==> src/rtl/reg_operand_fetch_pkg.sv <==
// reg_operand_fetch_pkg: register-file geometry shared by decode, reg file and operand fetch
package reg_operand_fetch_pkg;
  localparam int DEF_WIDTH       = 32;
  localparam int DEF_NUMREGS     = 32;
  localparam int DEF_LOG2NUMREGS = 5;
  localparam int REG_ZERO        = 0;
endpackage

==> src/rtl/reg_operand_fetch_scoreboard.sv <==
// rof_scoreboard: pending-write bit per register for long-latency producers
module rof_scoreboard
  import reg_operand_fetch_pkg::*;
#(
  parameter int NUMREGS     = DEF_NUMREGS,
  parameter int LOG2NUMREGS = DEF_LOG2NUMREGS
) (
  input  logic                   clk,
  input  logic                   reset,
  input  logic                   set_en,
  input  logic [LOG2NUMREGS-1:0] set_idx,
  input  logic                   clr_en,
  input  logic [LOG2NUMREGS-1:0] clr_idx,
  input  logic [LOG2NUMREGS-1:0] a_idx,
  input  logic [LOG2NUMREGS-1:0] b_idx,
  output logic                   a_pend,
  output logic                   b_pend
);
  logic [NUMREGS-1:0] pend, set_mask, clr_mask;
  always_comb begin
    set_mask = set_en ? NUMREGS'(1) << set_idx : '0;
    clr_mask = clr_en ? NUMREGS'(1) << clr_idx : '0;
  end
  // set is OR-ed after the clear so a same-cycle set of the same index wins
  always_ff @(posedge clk or posedge reset)
    if (reset) pend <= '0;
    else pend <= (pend & ~clr_mask) | set_mask;
  assign a_pend = pend[a_idx];
  assign b_pend = pend[b_idx];
endmodule

==> src/rtl/reg_operand_fetch.sv <==
// reg_operand_fetch: R/O operand-fetch stage with writeback forwarding and RAW-hazard stalls
module reg_operand_fetch
  import reg_operand_fetch_pkg::*;
#(
  parameter int WIDTH       = DEF_WIDTH,
  parameter int NUMREGS     = DEF_NUMREGS,
  parameter int LOG2NUMREGS = DEF_LOG2NUMREGS
) (
  input  logic                   clk,
  input  logic                   reset,
  input  logic                   in_valid,
  output logic                   in_ready,
  input  logic [LOG2NUMREGS-1:0] in_rs,
  input  logic [LOG2NUMREGS-1:0] in_rt,
  input  logic                   in_a_use,
  input  logic                   in_b_use,
  input  logic [LOG2NUMREGS-1:0] in_rd,
  input  logic                   in_wr,
  input  logic                   in_long,
  output logic [LOG2NUMREGS-1:0] rf_a_reg,
  output logic [LOG2NUMREGS-1:0] rf_b_reg,
  output logic                   rf_a_en,
  output logic                   rf_b_en,
  input  logic [WIDTH-1:0]       rf_a_data,
  input  logic [WIDTH-1:0]       rf_b_data,
  input  logic                   wb_we,
  input  logic [LOG2NUMREGS-1:0] wb_reg,
  input  logic [WIDTH-1:0]       wb_data,
  input  logic                   flush,
  output logic                   out_valid,
  input  logic                   out_ready,
  output logic [WIDTH-1:0]       out_a,
  output logic [WIDTH-1:0]       out_b,
  output logic [LOG2NUMREGS-1:0] out_rd,
  output logic                   out_wr
);
  localparam logic [LOG2NUMREGS-1:0] ZERO = LOG2NUMREGS'(REG_ZERO);
  logic                   w, accept, hazard, r_adv, a_pend, b_pend, clr_a, clr_b;
  logic                   r_valid, r_wr, byp_a, byp_b;
  logic [LOG2NUMREGS-1:0] r_rs, r_rt, r_rd, o_rs, o_rt;
  logic [WIDTH-1:0]       byp_da, byp_db, r_a, r_b, ld_a, ld_b;
  assign w        = wb_we & (wb_reg != ZERO);
  assign clr_a    = w & (wb_reg == in_rs);
  assign clr_b    = w & (wb_reg == in_rt);
  assign hazard   = (in_a_use & a_pend & ~clr_a) | (in_b_use & b_pend & ~clr_b);
  assign r_adv    = r_valid & (~out_valid | out_ready);
  assign in_ready = ~flush & ~hazard & (~r_valid | r_adv);
  assign accept   = in_valid & in_ready;
  assign rf_a_reg = in_rs;
  assign rf_b_reg = in_rt;
  assign rf_a_en  = accept;
  assign rf_b_en  = accept;
  rof_scoreboard #(.NUMREGS(NUMREGS), .LOG2NUMREGS(LOG2NUMREGS)) u_sb (
    .clk     (clk),
    .reset   (reset),
    .set_en  (accept & in_wr & in_long & (in_rd != ZERO)),
    .set_idx (in_rd),
    .clr_en  (w),
    .clr_idx (wb_reg),
    .a_idx   (in_rs),
    .b_idx   (in_rt),
    .a_pend  (a_pend),
    .b_pend  (b_pend)
  );
  // RAM q is stale for writes on or after the read edge; bypass regs and the late W patch cover that
  always_comb begin
    r_a  = (r_rs == ZERO) ? '0 : byp_a ? byp_da : rf_a_data;
    r_b  = (r_rt == ZERO) ? '0 : byp_b ? byp_db : rf_b_data;
    ld_a = (w && wb_reg == r_rs) ? wb_data : r_a;
    ld_b = (w && wb_reg == r_rt) ? wb_data : r_b;
  end
  always_ff @(posedge clk or posedge reset)
    if (reset) begin
      r_valid   <= 1'b0;
      r_rs      <= '0;
      r_rt      <= '0;
      r_rd      <= '0;
      r_wr      <= 1'b0;
      byp_a     <= 1'b0;
      byp_b     <= 1'b0;
      byp_da    <= '0;
      byp_db    <= '0;
      out_valid <= 1'b0;
      out_a     <= '0;
      out_b     <= '0;
      out_rd    <= '0;
      out_wr    <= 1'b0;
      o_rs      <= '0;
      o_rt      <= '0;
    end else begin
      r_valid   <= ~flush & (accept | (r_valid & ~r_adv));
      out_valid <= ~flush & (r_adv | (out_valid & ~out_ready));
      if (accept) begin
        r_rs   <= in_rs;
        r_rt   <= in_rt;
        r_rd   <= in_rd;
        r_wr   <= in_wr;
        byp_a  <= clr_a;
        byp_b  <= clr_b;
        byp_da <= wb_data;
        byp_db <= wb_data;
      end else if (r_valid & ~r_adv) begin
        if (w && wb_reg == r_rs) begin
          byp_a  <= 1'b1;
          byp_da <= wb_data;
        end
        if (w && wb_reg == r_rt) begin
          byp_b  <= 1'b1;
          byp_db <= wb_data;
        end
      end
      if (r_adv) begin
        out_a  <= ld_a;
        out_b  <= ld_b;
        out_rd <= r_rd;
        out_wr <= r_wr;
        o_rs   <= r_rs;
        o_rt   <= r_rt;
      end else if (out_valid & ~out_ready) begin
        if (w && wb_reg == o_rs) out_a <= wb_data;
        if (w && wb_reg == o_rt) out_b <= wb_data;
      end
    end
endmodule
==> config.mk <==
export PLATFORM = sky130hd
export DESIGN_NAME = reg_operand_fetch
export DESIGN_NICKNAME = d
export VERILOG_FILES = /design/src/rtl/reg_operand_fetch_pkg.sv /design/src/rtl/reg_operand_fetch_scoreboard.sv /design/src/rtl/reg_operand_fetch.sv
export SDC_FILE = /design/constraint.sdc
export NUM_CORES = 1
export LEC_CHECK = 0
export CORE_MARGIN = 8
export CORE_UTILIZATION = 55
export DETAILED_ROUTE_END_ITERATION = 8
export GPL_TIMING_DRIVEN = 0
export PLACE_DENSITY = 0.85
export SYNTH_ARGS = -nofsm -noshare
export SYNTH_HDL_FRONTEND = slang
export SYNTH_SLANG_ARGS = --single-unit
==> constraint.sdc <==
create_clock -name clk -period 23.2 [get_ports clk]
set_clock_uncertainty 0.15 [all_clocks]
set_input_delay 5.8 -clock clk [delete_from_list [all_inputs] [get_ports clk]]
set_output_delay 5.8 -clock clk [all_outputs]
set_load 0.03 [all_outputs]
== After elaboration in Yosys (flattened, before gate mapping) ==
Cells that the tools add are included.

* Eq/ne operators: 6
* Multiplexer cells: 30
* Magnitude comparators: 2
* Bitwise gates (word level): 34
* Shifts and indexed selects: 2
* Reductions and logical operators: 18

{| class="wikitable"
|+ Operator list
! operator !! count
|-
| $mux 32 || 20
|-
| $shl 1x5->32 const A || 2
|-
| $and 32x32->32 || 1
|-
| $not 32->32 || 1
|-
| $or 32x32->32 || 1
|-
| $eq 5x5->1 || 6
|-
| $and 1x1->1 || 18
|-
| $lt 5x6->1 const B || 2
|-
| $reduce_bool 2->1 || 6
|-
| $bmux 1 s5 || 2
|-
| $logic_not 5->1 || 2
|-
| $reduce_bool 5->1 || 2
|-
| $mux 1 || 8
|-
| $not 1->1 || 8
|-
| $reduce_and 2->1 || 4
|-
| $or 1x1->1 || 5
|-
| $logic_and 1x1->1 || 4
|}

* Word-level logic and storage cells: 109
* Bits of input ports: 126
* Output and inout bits: 84
* Register bits: 196

== Longest topological paths before layout ==
Gate-level depths: netlist of the first run.

* Depth in word-level cells: 15
* Mapped depth: 11

== By module ==
A second synthesis of the first run with hierarchy kept.

* Cells, all modules: 1060
* Area, all modules: 10671.5 sq um

{| class="wikitable"
|+ Modules (own cells, without submodules)
! module !! sequential area each (sq um) !! instances !! cells each !! area each (sq um)
|-
| reg_operand_fetch || 4103.9 || 1 || 850 || 8718.4
|-
| rof_scoreboard || 800.8 || 1 || 210 || 1953.1
|}

== Worst setup path before layout of the first run ==
No wires, ideal clock.

* Path type: input port to output port
* From: in in_rt[0]
* To: out rf_b_en
* Required time: 17.250 ns
* Path buffers: 3
* Path slack: 9.027 ns
* Stages on the path: 10
* Arrival time: 8.223 ns
* Path through: buf_6 > mux4_2 > or2_1 > a311oi_2 > nand2_1 > a32oi_4 > nand2_4 > buf_6 > inv_1 > buf_4

* Longest elaborated chain between the ends: 9

{| class="wikitable"
|+ Ends and longest elaborated chain
! what !! RTL line !! RTL
|-
| start, declared || reg_operand_fetch.sv:14 || <nowiki>input logic [LOG2NUMREGS-1:0] in_rt,</nowiki>
|-
| $bmux 1 s5 or $eq 5x5->1 (tied branches) || reg_operand_fetch_scoreboard.sv:29, reg_operand_fetch.sv:44 ||
|-
| $mux 1 (implied by the code) or $and 1x1->1 (tied branches) || reg_operand_fetch_scoreboard.sv:29, reg_operand_fetch.sv:44 ||
|-
| $and 1x1->1 or $not 1->1 (tied branches) || reg_operand_fetch.sv:45 || <nowiki>assign hazard = (in_a_use & a_pend & ~clr_a) | (in_b_use & b_pend & ~clr_b);</nowiki>
|-
| $and 1x1->1 * || reg_operand_fetch.sv:45 ||
|-
| $or 1x1->1 * || reg_operand_fetch.sv:45 ||
|-
| $not 1->1 * || reg_operand_fetch.sv:47 || <nowiki>assign in_ready = ~flush & ~hazard & (~r_valid | r_adv);</nowiki>
|-
| $and 1x1->1 * (2 in a row) || reg_operand_fetch.sv:47 ||
|-
| named net in_ready || reg_operand_fetch.sv:12 || <nowiki>output logic in_ready,</nowiki>
|-
| $and 1x1->1 * || reg_operand_fetch.sv:48 || <nowiki>assign accept = in_valid & in_ready;</nowiki>
|-
| end, declared || reg_operand_fetch.sv:23 || <nowiki>output logic rf_b_en,</nowiki>
|}

Mark *: on every way through the listed nets, which the timed path passes. The rest lies on a longest branch. The select of a mux whose other input is x is not followed.

== Worst setup path after layout of the first run ==
* From: in in_rs[0]
* To: out rf_b_en

* Longest elaborated chain between the ends: 9

{| class="wikitable"
|+ Ends and longest elaborated chain
! what !! RTL line !! RTL
|-
| start, declared || reg_operand_fetch.sv:13 || <nowiki>input logic [LOG2NUMREGS-1:0] in_rs,</nowiki>
|-
| $bmux 1 s5 or $eq 5x5->1 (tied branches) || reg_operand_fetch_scoreboard.sv:28, reg_operand_fetch.sv:43 ||
|-
| $mux 1 (implied by the code) or $and 1x1->1 (tied branches) || reg_operand_fetch_scoreboard.sv:28, reg_operand_fetch.sv:43 ||
|-
| $and 1x1->1 or $not 1->1 (tied branches) || reg_operand_fetch.sv:45 ||
|-
| $and 1x1->1 * || reg_operand_fetch.sv:45 ||
|-
| $or 1x1->1 * || reg_operand_fetch.sv:45 ||
|-
| $not 1->1 * || reg_operand_fetch.sv:47 ||
|-
| $and 1x1->1 * (2 in a row) || reg_operand_fetch.sv:47 ||
|-
| $and 1x1->1 * || reg_operand_fetch.sv:48 ||
|}

Every way passes the cells marked *; elsewhere a longest branch is shown, timed or not. The select of a mux whose other input is x is not followed.

==> results, run 1 <==
- The run finished with clean final reports.
- The path class of the tightest hold or removal check is reg -> reg.
- The maximum clock frequency is 0.0650 GHz.
- For this design the top-level I/O count stands at 210.
- The gate count of the mapped netlist is 879.
- Combinational logic is responsible for 31.4% of the overall power.
- In this run the tightest slew margin relative to its limit is 11.8%.
- The detailed-route wire length per cell is 22.7 um.
- The hold violation total from the final report is 0.
- After clock tree synthesis, the clock-pin slew on the worst setup and hold paths is 0.07 ns.
- The data arrival time of the worst path is 9.43 ns.
- The antenna violation net count after detailed routing is 0.
- For this run, the post-layout net count is 1230.
- The async set-reset flop share out of synthesis is 100%.
- The most used flip-flop cell after synthesis is sky130_fd_sc_hd__dfrtp_1.
- The synthesized netlist occupies a cell area of 9890 um^2.
- The number of buffers added by the clock tree synthesis step is 17.
- The overall power after layout is 0.00114 W.
- The number of global-route vias before repair came to 8633.
- CTS placed an instance of sky130_fd_sc_hd__clkbuf_16 at the clock tree root.
- Summing all multi-input logic gate instances after layout gives 4500 um^2.
- The cell that appears most often on the critical path is sky130_fd_sc_hd__clkdlybuf4s50_1.
- In this run the mean area of a mapped cell was 11.3 um^2.
- Yosys attributes the largest share of cell area to sky130_fd_sc_hd__dfrtp_1, sky130_fd_sc_hd__mux2i_1, sky130_fd_sc_hd__mux2_2, sky130_fd_sc_hd__o21ai_0, sky130_fd_sc_hd__nand2_1.
- Summed over all nets, wire length on met3 after detailed routing comes to 2.37 mm.
- The startpoint of the lowest-slack hold path is r_rd[0]$_DFFE_PP0N_.
- The floorplan step defined a die boundary enclosing 22500 um^2.
- The critical path goes through clkdlybuf4s50_1, buf_2, mux4_2, mux2_2, nand2_1, a22oi_1, a32oi_4, nand2_4, buf_6, inv_1, buf_4, clkdlybuf4s50_1.
- The wire length of the first global-routing pass is 47.7 mm.
- The total nets after synthesis is 1005.
- The analysis attributes to cell leakage a power of 5.27 nW.
- The clock drives 196 sinks.
- The area occupied by registers is 4900 um^2.
- The wire length on met2 is 14.3 mm.
- Dividing the final minimum period by the clock period gives 66.3%.
- The H-tree was split into 4 levels.
- At the pin with the least slew margin, the transition time is 1.31 ns.
- Buffers added to address setup during post-CTS repair amount to 0.
- The fraction of layout instances using a drive strength above 1 is 16.1%.
- The CTS tree is built.
- The path with the worst hold slack has its endpoint at out_rd[0]$_DFFE_PP0P_.
- The clock latency of the later-clocked register in the worst-skew pair is 0.44 ns.
- In this design, the largest share of critical-path delay is due to buffers and inverters.
- The cell depth of the worst min-delay path is 2.
- In the routed layout, each cell is associated on average with a via count of 6.07.
- On the worst path, the slowest cell contributes a delay of 0.65 ns.
- The clock period could shrink to 15.38 ns.
- Signal routing reaches up to met5.
- For this block, wires on met1 add up to 12.7 mm.
- The critical path in this run is classified as in -> out.
- The total iterations of the first detailed-routing run is 7.
- After floorplanning, the core was sized to cover 17800 um^2.
- The critical path buffer and inverter count is 6.
- The number of max-slew violations in the final report is 0.
- The initial utilization of the core area, before any placement, comes to 55.6%.
- The startpoint identified for the worst register-to-register timing path is out_valid$_DFF_PP0_.
- The clock tree buffer depth is 2.
- The largest net degree at the start of global routing is 125.
- The number of antenna violations at the first check in global routing is 2.
- Sequential cells account for 41.3% of the total power.
- The floorplan has 49 rows.
- The setup-violating endpoint count in the final report is 0.
- From synthesis to final layout, the design area changed by 30.3%.
- The element type at the critical path end is a primary output.
- The all-layer global routing usage is 27.6%.
- The internal power contribution is 0.000751 W.
- The power density over the cells is 88.2 nW/um^2.
- The switching power summed over all nets is 0.000386 W.
- The aggregate negative setup slack is 0 ns.
- The setup slack on the worst flop-to-flop path is 19.95 ns.
- In this run, distinct cell masters in the synthesized netlist total 53.
- The worst register-to-register path has a depth of 7.
- The clock network accounts for 27.3% of the total power.
- The die is 150 um wide.
- The synthesized design spends more area on one cell type than any other, namely sky130_fd_sc_hd__dfrtp_1.
- The top cell type by area accounts for 49.6% of the synthesized area.
- Gates resized during post-CTS repair numbered 0.
- Setup repair after global routing left no endpoint under its margin.
- Across all layers, the routed design uses 8185 vias.
- In the routed design, unresolved DRC markers number 0.
- In this run the vertical extent of the chip is 150 um.
- VDD sags by at most 0.0000532 V.
- The Yosys warning count is 0.
- In this run, the number of DRC markers left after iteration 0 of detailed routing was 904.
- The global placer's final weighted congestion is 0.913.
- The number of flip-flops and latches in the synthesized netlist is 196.
- Across the run, the number of max-cap violations was 0.
- Of the total power, the share spent switching nets is 34.0%.
- After global routing the overflow that remains totals 0.
- The type of origin of the critical path is an input pin.
- The endpoint of the lowest-slack register-to-register path is out_a[18]$_DFFE_PP0P_.
- The layout has 1281 filler cells.
- The cts-stage hold buffer count is 0.
- The synthesized design contains 0 enable-type register cells.
- Along the worst path, the maximum fanout reaches 10.
- The detailed placer's ending HPWL is 22.2 mm.
- The share of the Yosys chip area taken by registers is 49.6%.
- After detailed routing, the total wire length is 30.6 mm.
- The count of buffers inserted at the top-level ports is 205.
- The data required time at the worst endpoint is 17.25 ns.
- The slowest stage of the critical path is the sky130_fd_sc_hd__clkdlybuf4s50_1 cell.
-- worst max-delay path by stage --
stage / from / endpoint / slack [ns] / cells past startpoint
3_3_place_gp: in_rs[0] / rf_b_en / 7.87 / 12
4_1_cts: in_rs[0] / rf_b_en / 7.84 / 12
6_report: in_rs[0] / rf_b_en / 7.82 / 12
5_1_grt: in_rs[0] / rf_b_en / 7.70 / 12
2_1_floorplan: in_rt[0] / rf_b_en / 9.03 / 10
3_5_place_dp: in_rs[0] / rf_b_en / 7.86 / 12
-- cell type report --
cell class,instances,area share [%]
Tap cell,229,2.22
Timing Repair Buffer,206,16.1
Buffer,66,3.06
Multi-Input combinational cell,593,34.9
Clock buffer,17,3.30
Antenna cell,3,0.0583
Inverter,24,0.757
Clock inverter,15,1.45
Sequential cell,196,38.1
-- registers in the layout, indices dropped and copies added (netlist names) --
| signal | flops |
|---|---|
| byp_a | 1 |
| o_rt | 5 |
| byp_db | 32 |
| r_valid | 1 |
| byp_da | 32 |
| out_rd | 5 |
| out_wr | 1 |
| r_rs | 5 |
| out_valid | 1 |
| out_a | 32 |
| r_wr | 1 |
| u_sb.pend | 32 |
| out_b | 32 |
| r_rd | 5 |
| byp_b | 1 |
| r_rt | 5 |
| o_rs | 5 |
-- cell families after synthesis --
| logic type | share of synthesized area [%] |
|---|---|
| buf+inv | 4.89 |
| flops | 49.6 |
| compound gates | 12.4 |
| simple gates | 9.16 |
| mux | 21.3 |
| xor+xnor | 2.66 |
-- through the flow --
step	instance area, um^2	worst slack (ns)	std cells	utilization, %	hold WS (ns)
floorplan	9890	9.03	879	-	0.283
global placement	12200	7.87	1313	68.8	0.291
detailed placement	12300	7.86	1314	69.0	0.305
CTS	12900	7.84	1346	72.4	0.320
global route	12900	7.70	1347	72.4	0.341
finish	12900	7.82	1349	72.5	0.320
-- worst min-delay path: stages (launching register included) --
cell,delay [ns]
sky130_fd_sc_hd__dfrtp_1,0.34
sky130_fd_sc_hd__nand2_1,0.05
sky130_fd_sc_hd__nand2_1,0.05
-- cell usage after synthesis, types with 13 or more instances --
library cell / instances
sky130_fd_sc_hd__nor2_1: 48
sky130_fd_sc_hd__nor3_1: 21
sky130_fd_sc_hd__inv_1: 24
sky130_fd_sc_hd__xnor2_1: 17
sky130_fd_sc_hd__o221a_2: 20
sky130_fd_sc_hd__o221ai_1: 16
sky130_fd_sc_hd__clkbuf_1: 31
sky130_fd_sc_hd__a21oi_1: 48
sky130_fd_sc_hd__mux2_4: 15
sky130_fd_sc_hd__mux2i_1: 86
sky130_fd_sc_hd__mux2_2: 59
sky130_fd_sc_hd__nand2_1: 77
sky130_fd_sc_hd__xor2_1: 13
sky130_fd_sc_hd__dfrtp_1: 196
sky130_fd_sc_hd__o21ai_0: 81
-- placed cells by master, fill, tap and decap left out, types with 5 or more instances in the layout --
cell,n
sky130_fd_sc_hd__clkdlybuf4s50_1,205
sky130_fd_sc_hd__dfrtp_1,196
sky130_fd_sc_hd__mux2i_1,86
sky130_fd_sc_hd__o21ai_0,81
sky130_fd_sc_hd__nand2_1,77
sky130_fd_sc_hd__mux2_2,59
sky130_fd_sc_hd__nor2_1,48
sky130_fd_sc_hd__a21oi_1,48
sky130_fd_sc_hd__clkbuf_1,31
sky130_fd_sc_hd__inv_1,23
sky130_fd_sc_hd__nor3_1,21
sky130_fd_sc_hd__o221a_2,20
sky130_fd_sc_hd__xnor2_1,17
sky130_fd_sc_hd__clkbuf_16,17
sky130_fd_sc_hd__o221ai_1,16
sky130_fd_sc_hd__mux2_4,15
sky130_fd_sc_hd__xor2_1,13
sky130_fd_sc_hd__mux4_2,12
sky130_fd_sc_hd__nand3_1,12
sky130_fd_sc_hd__buf_4,12
sky130_fd_sc_hd__buf_6,11
sky130_fd_sc_hd__mux2_1,8
sky130_fd_sc_hd__inv_8,8
sky130_fd_sc_hd__buf_2,6
sky130_fd_sc_hd__nor2b_1,6
sky130_fd_sc_hd__nand4_1,5
-- per-layer routing --
| layer | GRT usage (%) | vias to the layer above |
|---|---|---|
| li1 | - | 3609 |
| met1 | 35.6 | 4092 |
| met2 | 43.7 | 388 |
| met5 | 0 | - |
| met3 | 6.61 | 94 |
| met4 | 12.3 | 2 |
-- power by group through the flow --
stage                     Sequential (W)  Combinational [W]  Clock (W)
after detailed placement        0.000472           0.000357          0
after global routing            0.000477           0.000379   0.000325
after floorplan                 0.000533           0.000141          0
after global placement          0.000468           0.000348          0
final                           0.000469           0.000357   0.000310
after CTS                       0.000468           0.000359   0.000311
(Power assumes the default switching activity.)
==> run 2, diff against run 1 <==
--- a/config.mk
+++ b/config.mk
@@ -6,10 +6,10 @@
 export NUM_CORES = 1
 export LEC_CHECK = 0
 export CORE_MARGIN = 8
-export CORE_UTILIZATION = 55
+export CORE_UTILIZATION = 52
 export DETAILED_ROUTE_END_ITERATION = 8
 export GPL_TIMING_DRIVEN = 0
-export PLACE_DENSITY = 0.85
+export PLACE_DENSITY = 0.81
 export SYNTH_ARGS = -nofsm -noshare
 export SYNTH_HDL_FRONTEND = slang
 export SYNTH_SLANG_ARGS = --single-unit
==> constraint.sdc (replaced) <==
create_clock -name clk -period 14.7 [get_ports clk]
set_clock_uncertainty 0.15 [all_clocks]
set_input_delay 3.675 -clock clk [delete_from_list [all_inputs] [get_ports clk]]
set_output_delay 3.675 -clock clk [all_outputs]
set_load 0.03 [all_outputs]
==> run 2 against run 1 <==
Against the previous run: setup slack got worse by 4.3 ns; flip-flop and latch count unchanged; critical path depth unchanged; sequential share of layout area increased by 0.14 points; global-route usage decreased by 2.2 points; worst hold slack got worse by 0.0073 ns; count of clock-buffer cells in the layout increased by 1; clock power increased by 48%; register-to-register slack got worse by 8.4 ns.
==> results, run 2 (synthesized netlist as in run 1, its figures left out) <==
- Setup repair after global routing left no endpoint under its margin.
- Among the stages of the critical path, the cell type that occurs most often is sky130_fd_sc_hd__clkdlybuf4s50_1.
- The flow ran to the end, and the final reports show no timing, DRC or antenna violations.
- The all-layer global routing usage is 25.4% (-2.2 points).
- STA classifies the critical path startpoint as an input pin.
- The number of max-slew violations in the final report is 0 (unchanged).
- The DRC violation count after routing came to 0 (unchanged).
- The area growth from synthesis to layout is 29.8%.
- The number of buffers added by the clock tree synthesis step is 17 (unchanged).
- The count of buffers inserted at the top-level ports is 205 (unchanged).
- The data required time at the worst endpoint is 10.88 ns (-6.37 ns).
- The aggregate negative setup slack is 0 ns (unchanged).
- The number of antenna violations at the first check in global routing is 2 (unchanged).
- The detailed placer's ending HPWL is 22.0 mm (-1.2%).
- The leakage power is 5.25 nW (-0.37%).
- The critical path class is in -> out.
- The antenna violation net count after detailed routing is 0 (unchanged).
- The per-cell via count in the routed design was 5.96 (-1.8%).
- The core area is 18700 um^2 (+5.2%).
- The delay of the slowest cell on the worst path is 0.65 ns (about the same).
- The post-route core utilization is 68.6% (-3.8 points).
- The area occupied by registers is 4900 um^2 (unchanged).
- The worst path needs 11.19 ns of the cycle, external delays included.
- The detailed-route wire length per cell came to 22.3 um (-1.8%).
- The clock latency of the later-clocked register in the worst-skew pair is 0.44 ns (about the same).
- The post-route fraction of the period consumed by the critical path is 76.1%.
- The clock tree buffer depth is 2 (unchanged).
- The cell area after layout is 12800 um^2 (-0.36%).
- The data arrival time of the worst path is 7.37 ns (-2.06 ns).
- The total overflow reported by the global router is 0 (unchanged).
- The transition time at the pin with the least slew margin is 1.14 ns (-0.169 ns).
- The count of standard-cell rows came to 50 (+2.0%).
- The highest ir drop seen on vdd is 0.0000926 V (+74%).
- The setup-violating endpoint count in the final report is 0 (unchanged).
- The number of global-route vias before repair is 8260 (-4.3%).
- The via count of the routed design is 8052 (-1.6%).
- The critical path buffer and inverter count is 6 (unchanged).
- The cell sitting at the root of the clock tree is a sky130_fd_sc_hd__clkbuf_16.
- The max-cap check violation count is 0 (unchanged).
- The area taken by multi-input logic gates is 4500 um^2 (unchanged).
- The overall die width is 154 um (+2.5%).
- The CTS tree is built.
- The count of clock tree sinks is 196 (unchanged).
- The element type at the critical path end is a primary output.
- The CTS clock-pin slew for the worst setup and hold paths came to 0.06 ns (about the same).
- The path category of the worst min-delay check is reg -> reg.
- The maximum clock frequency is 0.0893 GHz.
- The wire length reported by the detailed router is 30.2 mm (-1.6%).
- The hold violation total from the final report is 0 (unchanged).
- The post-cts resize count is 0 (unchanged).
- The cell area after placement is 12300 um^2 (about the same).
- The I/O pin count is 210 (unchanged).
- The total iterations of the first detailed-routing run is 5 (-2).
- The power density over the cells was 137 nW/um^2 (+55%).
- The placement-stage worst setup slack is 3.56 ns (-4.30 ns).
- The count of buffers added by post-CTS timing repair for setup is 0 (unchanged).
- The worst max-slew margin expressed relative to the limit is 23.3% (+12 points).
- The top cell family by delay on the critical path is buffers and inverters.
- The area of the die came to 23700 um^2 (+5.1%).
- The largest individual stage delay along the critical path comes from the cell sky130_fd_sc_hd__clkdlybuf4s50_1.
- The most common cell after layout, fill and taps aside is sky130_fd_sc_hd__clkdlybuf4s50_1.
- The number of nets in the finished design was 1230 (unchanged).
- In the layout the commonest cells are sky130_fd_sc_hd__clkdlybuf4s50_1, sky130_fd_sc_hd__dfrtp_1, sky130_fd_sc_hd__mux2i_1.
- The vertical die dimension is 154 um (+2.5%).
- The effective utilization at floorplan was 52.9% (-2.8 points).
- The largest net degree at the start of global routing is 126 (+0.80%).
- The cts-stage hold buffer count is 0 (unchanged).
- The violation count after the first detailed-route iteration is 675 (-25%).
- Walking the worst path, the cells encountered are clkdlybuf4s50_1, buf_2, mux4_2, mux2i_1, mux2_2, a22oi_1, a32oi_4, nand2_4, buf_6, inv_1, buf_4, clkdlybuf4s50_1.
- The hold slack is 0.313 ns (-0.00734 ns).
- The fraction of layout instances using a drive strength above 1 is 15.9% (-0.16 points).
- The wire length of the first global-routing pass is 47.3 mm (-0.85%).
- The maximum fanout along the worst path is 10 (unchanged).
- The fill cell instance count of the final layout is 1418 (+11%).
- The maximum level of the CTS H-tree was 4 (unchanged).
- The final worst slack is 3.51 ns (-4.32 ns).
- The global placer's final weighted congestion came to 0.868 (-4.9%).
-- run 2: where the power goes --
| part | internal [W] | switching, W |
|---|---|---|
| clock | 0.000239 | 0.000221 |
| sequential | 0.000659 | 0.0000761 |
| combinational | 0.000265 | 0.000298 |
-- run 2: final cells by class --
class | instances | share of cell area, %
antenna | 1 | 0.0195
buffer | 66 | 3.07
clock buffer | 18 | 3.34
clock inverter | 13 | 1.05
inverter | 24 | 0.760
multi-input combinational | 593 | 35.1
sequential | 196 | 38.2
tap | 234 | 2.28
timing repair buffer | 206 | 16.2
-- run 2: metrics by stage --
step,power [W],cells
6_report,0.00176,1351
3_3_place_gp,0.00129,1318
4_1_cts,0.00176,1350
5_1_grt,0.00183,1351
3_5_place_dp,0.00131,1319
2_1_floorplan,0.00106,879
-- run 2: final timing paths --
path                       cells after the start                       to  slack [ns]                    from
setup / recovery                              12                  rf_b_en        3.51                in_rs[0]
hold / removal                                 2    out_rd[1]$_DFFE_PP0P_        0.31     r_rd[1]$_DFFE_PP0N_
setup reg to reg                               7  u_sb.pend[19]$_DFF_PP0_       11.51  u_sb.pend[4]$_DFF_PP0_
hold reg to reg                                2    out_rd[1]$_DFFE_PP0P_        0.31     r_rd[1]$_DFFE_PP0N_
max in group asynchronous                      3   byp_da[30]$_DFFE_PP0P_        9.85                   reset
min in group asynchronous                      2     out_b[2]$_DFFE_PP0P_        3.69                   reset
-- run 2: routing by layer --
metal  vias up  wire length (um)  global-route usage [%]
met5         -                13                       0
met4         2              1120                    11.1
met3        64              2040                    5.07
met2       345             14000                    39.6
met1      4035             13000                    34.0
li1       3606                 -                       -
-- run 2: worst register-to-register path: stages, from the launching register on --
cell and delay, ns:
sky130_fd_sc_hd__dfrtp_1 0.40, sky130_fd_sc_hd__mux4_2 0.46, sky130_fd_sc_hd__or2_0 0.24, sky130_fd_sc_hd__a311oi_1 0.31, sky130_fd_sc_hd__a2bb2oi_1 0.15, sky130_fd_sc_hd__a32oi_4 0.53
sky130_fd_sc_hd__nand4_1 0.51, sky130_fd_sc_hd__o21ai_0 0.35
==> run 3, diff against run 2 <==
--- a/config.mk
+++ b/config.mk
@@ -6,10 +6,10 @@
 export NUM_CORES = 1
 export LEC_CHECK = 0
 export CORE_MARGIN = 8
-export CORE_UTILIZATION = 52
+export CORE_UTILIZATION = 47
 export DETAILED_ROUTE_END_ITERATION = 8
 export GPL_TIMING_DRIVEN = 0
-export PLACE_DENSITY = 0.81
+export PLACE_DENSITY = 0.78
 export SYNTH_ARGS = -nofsm -noshare
 export SYNTH_HDL_FRONTEND = slang
 export SYNTH_SLANG_ARGS = --single-unit
==> constraint.sdc (replaced) <==
create_clock -name clk -period 9.1 [get_ports clk]
set_clock_uncertainty 0.15 [all_clocks]
set_input_delay 2.275 -clock clk [delete_from_list [all_inputs] [get_ports clk]]
set_output_delay 2.275 -clock clk [all_outputs]
set_load 0.03 [all_outputs]
==> run 3 against run 2 <==
Against the previous run: total power up 63%; sequential power up 60%; via count down 1.4%; final cell count up 3.3%; register-to-register slack worse by 5.6 ns; global-route usage down 2.6 points; setup slack worse by 2.7 ns; non-clock buffer count unchanged; wire length down 1.1%; sequential share of layout area down 0.31 points; worst hold slack better by 0.010 ns.
==> results, run 3 (synthesized netlist as in run 1, its figures left out) <==
- The start of the worst register-to-register path is u_sb.pend[6]$_DFF_PP0_.
- The core area is 20800 um^2 (+11%).
- The count of buffers added by post-CTS timing repair for setup came to 0 (unchanged).
- The library cell used most frequently in the layout, excluding fill and tap cells, is sky130_fd_sc_hd__clkdlybuf4s50_1.
- The data required time at the worst endpoint is 6.68 ns (-4.20 ns).
- The element type at the critical path end is a primary output.
- The data arrival time of the worst path is 5.88 ns (-1.49 ns).
- The area of the die was 25900 um^2 (+9.5%).
- The worst path needs 8.31 ns of the cycle, external delays included.
- The share of total power in combinational logic is 31.7% (-0.3 points).
- The CTS clock-pin slew for the worst setup and hold paths was 0.07 ns (about the same).
- The worst max-slew margin expressed relative to the limit was 18.2% (-5.2 points).
- The worst setup path is launched from an input pin.
- The detailed-route wire length per cell is 21.4 um (-4.2%).
- The flow ran to the end, and the final reports show no timing, DRC or antenna violations.
- The vertical die dimension is 161 um (+4.6%).
- The root buffer cell is sky130_fd_sc_hd__clkbuf_16.
- The CTS tree is built.
- The post-cts resize count is 0 (unchanged).
- The power density over the cells is 222 nW/um^2 (+62%).
- The worst path uses 91.3% of the clock period.
- The power share of the clock group is 27.0% (+0.8 points).
- The highest ir drop seen on vdd is 0.000150 V (+62%).
- The proportion of power drawn by flip-flops and latches came to 41.3% (-0.5 points).
- The aggregate negative setup slack is 0 ns (unchanged).
- The number of nets in the finished design was 1230 (unchanged).
- The largest net degree at the start of global routing was 113 (-10%).
- The leakage power is 5.26 nW (+0.28%).
- The number of antenna violations at the first check in global routing is 4 (+2).
- The per-cell via count in the routed design came to 5.69 (-4.5%).
- The DRC violation count after routing is 0 (unchanged).
- The endpoint identified for the worst register-to-register timing path is u_sb.pend[19]$_DFF_PP0_.
- The number of global-route vias before repair is 8026 (-2.8%).
- The switching part of the total power was 34.1% (+0.27 points).
- The area growth from synthesis to layout is 30.9%.
- The fill cell instance count of the final layout came to 1712 (+21%).
- The clock tree buffer depth is 2 (unchanged).
- The violation count after the first detailed-route iteration came to 568 (-16%).
- The overall die width was 161 um (+4.6%).
- The clock latency of the later-clocked register in the worst-skew pair is 0.44 ns (about the same).
- Leaving out fill and tap cells, the most frequent cells in the layout are sky130_fd_sc_hd__clkdlybuf4s50_1, sky130_fd_sc_hd__dfrtp_1, sky130_fd_sc_hd__mux2i_1.
- The global placer's final weighted congestion is 0.865 (-0.41%).
- The maximum level of the CTS H-tree is 4 (unchanged).
- The internal power contribution is 0.00189 W (+62%).
- The setup slack on the worst flop-to-flop path is 5.93 ns (-5.58 ns).
- The cts-stage hold buffer count is 0 (unchanged).
- The count of standard-cell rows is 53 (+6.0%).
- The maximum fanout along the worst path is 10 (unchanged).
- The wire length reported by the detailed router came to 29.8 mm (-1.1%).
- In this run the worst hold path is classified as reg -> reg.
- The placement-stage worst setup slack was 0.786 ns (-2.77 ns).
- The fraction of layout instances using a drive strength above 1 is 16.0% (+0.075 points).
- The transition time at the pin with the least slew margin was 1.21 ns (+0.0769 ns).
- The maximum clock frequency is 0.120 GHz.
- The cell count of the worst reg-to-reg path is 7 (unchanged).
- The overall power after layout is 0.00287 W (+63%).
- The I/O pin count is 210 (unchanged).
- The antenna violation net count after detailed routing came to 0 (unchanged).
- The hold violation total from the final report is 0 (unchanged).
- Setup repair after global routing left no endpoint under its margin.
- The hold slack is 0.323 ns (+0.0103 ns).
- The effective utilization at floorplan is 47.5% (-5.4 points).
- The final worst slack is 0.792 ns (-2.71 ns).
- The worst setup path is of the in -> out kind.
- The wire length of the first global-routing pass is 46.4 mm (-1.9%).
- The total overflow reported by the global router was 0 (unchanged).
- The count of clock tree sinks is 196 (unchanged).
- The cell depth of the worst min-delay path is 2 (unchanged).
- The total iterations of the first detailed-routing run is 5 (unchanged).
- The count of buffers inserted at the top-level ports is 205 (unchanged).
- The setup-violating endpoint count in the final report is 0 (unchanged).
- The detailed placer's ending HPWL is 21.8 mm (-0.57%).
- For hold timing, the worst endpoint is out_rd[4]$_DFFE_PP0P_.
- The number of max-slew violations in the final report is 0 (unchanged).
- The number of buffers added by the clock tree synthesis step is 17 (unchanged).
- The startpoint identified for the worst hold timing path is r_rd[4]$_DFFE_PP0N_.
- The max-cap check violation count is 0 (unchanged).
- The all-layer global routing usage is 22.8% (-2.6 points).
- The switching power summed over all nets is 0.000978 W (+64%).
- The via count of the routed design is 7939 (-1.4%).
==> run 3: final cells by class <==
type | count | area, um^2 | area share (%)
diodes | 3 | 7.51 | 0.0580
inverters | 24 | 97.6 | 0.754
flip-flops and latches | 196 | 4900 | 37.9
clock inverters | 14 | 184 | 1.42
plain buffers | 66 | 394 | 3.04
multi-input cells | 593 | 4500 | 34.8
well taps | 275 | 344 | 2.66
repair buffers | 206 | 2080 | 16.1
clock buffers | 18 | 429 | 3.32
==> run 3: power groups by stage <==
stage	Combinational (W)	Sequential (W)	Clock, W
after floorplan	0.000360	0.00136	0
after global placement	0.000893	0.00119	0
after detailed placement	0.000910	0.00120	0
after CTS	0.000915	0.00118	0.000779
after global routing	0.000969	0.00121	0.000813
final	0.000909	0.00118	0.000774
==> run 3: critical path, stage by stage <==
cell	delay, ns
sky130_fd_sc_hd__clkdlybuf4s50_1	0.59
sky130_fd_sc_hd__buf_2	0.34
sky130_fd_sc_hd__mux4_2	0.53
sky130_fd_sc_hd__mux2i_1	0.15
sky130_fd_sc_hd__mux2_2	0.20
sky130_fd_sc_hd__a22oi_1	0.13
sky130_fd_sc_hd__a32oi_4	0.50
sky130_fd_sc_hd__nand2_4	0.13
sky130_fd_sc_hd__buf_6	0.19
sky130_fd_sc_hd__inv_1	0.08
sky130_fd_sc_hd__buf_4	0.10
sky130_fd_sc_hd__clkdlybuf4s50_1	0.66
==> run 3: stage by stage <==
| step | util, % | instance area, um^2 | std cells |
|---|---|---|---|
| after floorplan | - | 9890 | 879 |
| after global placement | 59.0 | 12300 | 1359 |
| after detailed placement | 59.2 | 12300 | 1360 |
| after CTS | 62.1 | 12900 | 1392 |
| final | 62.2 | 12900 | 1395 |
| after global routing | 62.2 | 12900 | 1395 |
==> run 3: layer usage <==
| layer | vias up | part of all wire [%] | wire length, um | GRT usage (%) |
|---|---|---|---|---|
| met3 | 52 | 6.5 | 1940 | 4.91 |
| met4 | 2 | 3.3 | 997 | 9.43 |
| met2 | 294 | 46 | 13800 | 35.6 |
| li1 | 3617 | - | - | - |
| met1 | 3974 | 44 | 13000 | 30.3 |
| met5 | - | 0.044 | 13 | 0 |
==> run 3: how the worst max path moves through the flow <==
stage	from	end	slack, ns	cells past startpoint
2_1_floorplan	reset	byp_a$_DFFE_PP0P_	1.33	1
3_3_place_gp	reset	byp_db[20]$_DFFE_PP0P_	-1.38	2
3_5_place_dp	in_rs[0]	rf_b_en	0.79	12
4_1_cts	in_rs[0]	rf_b_en	0.78	12
5_1_grt	in_rs[0]	rf_b_en	0.63	12
6_report	in_rs[0]	rf_b_en	0.79	12
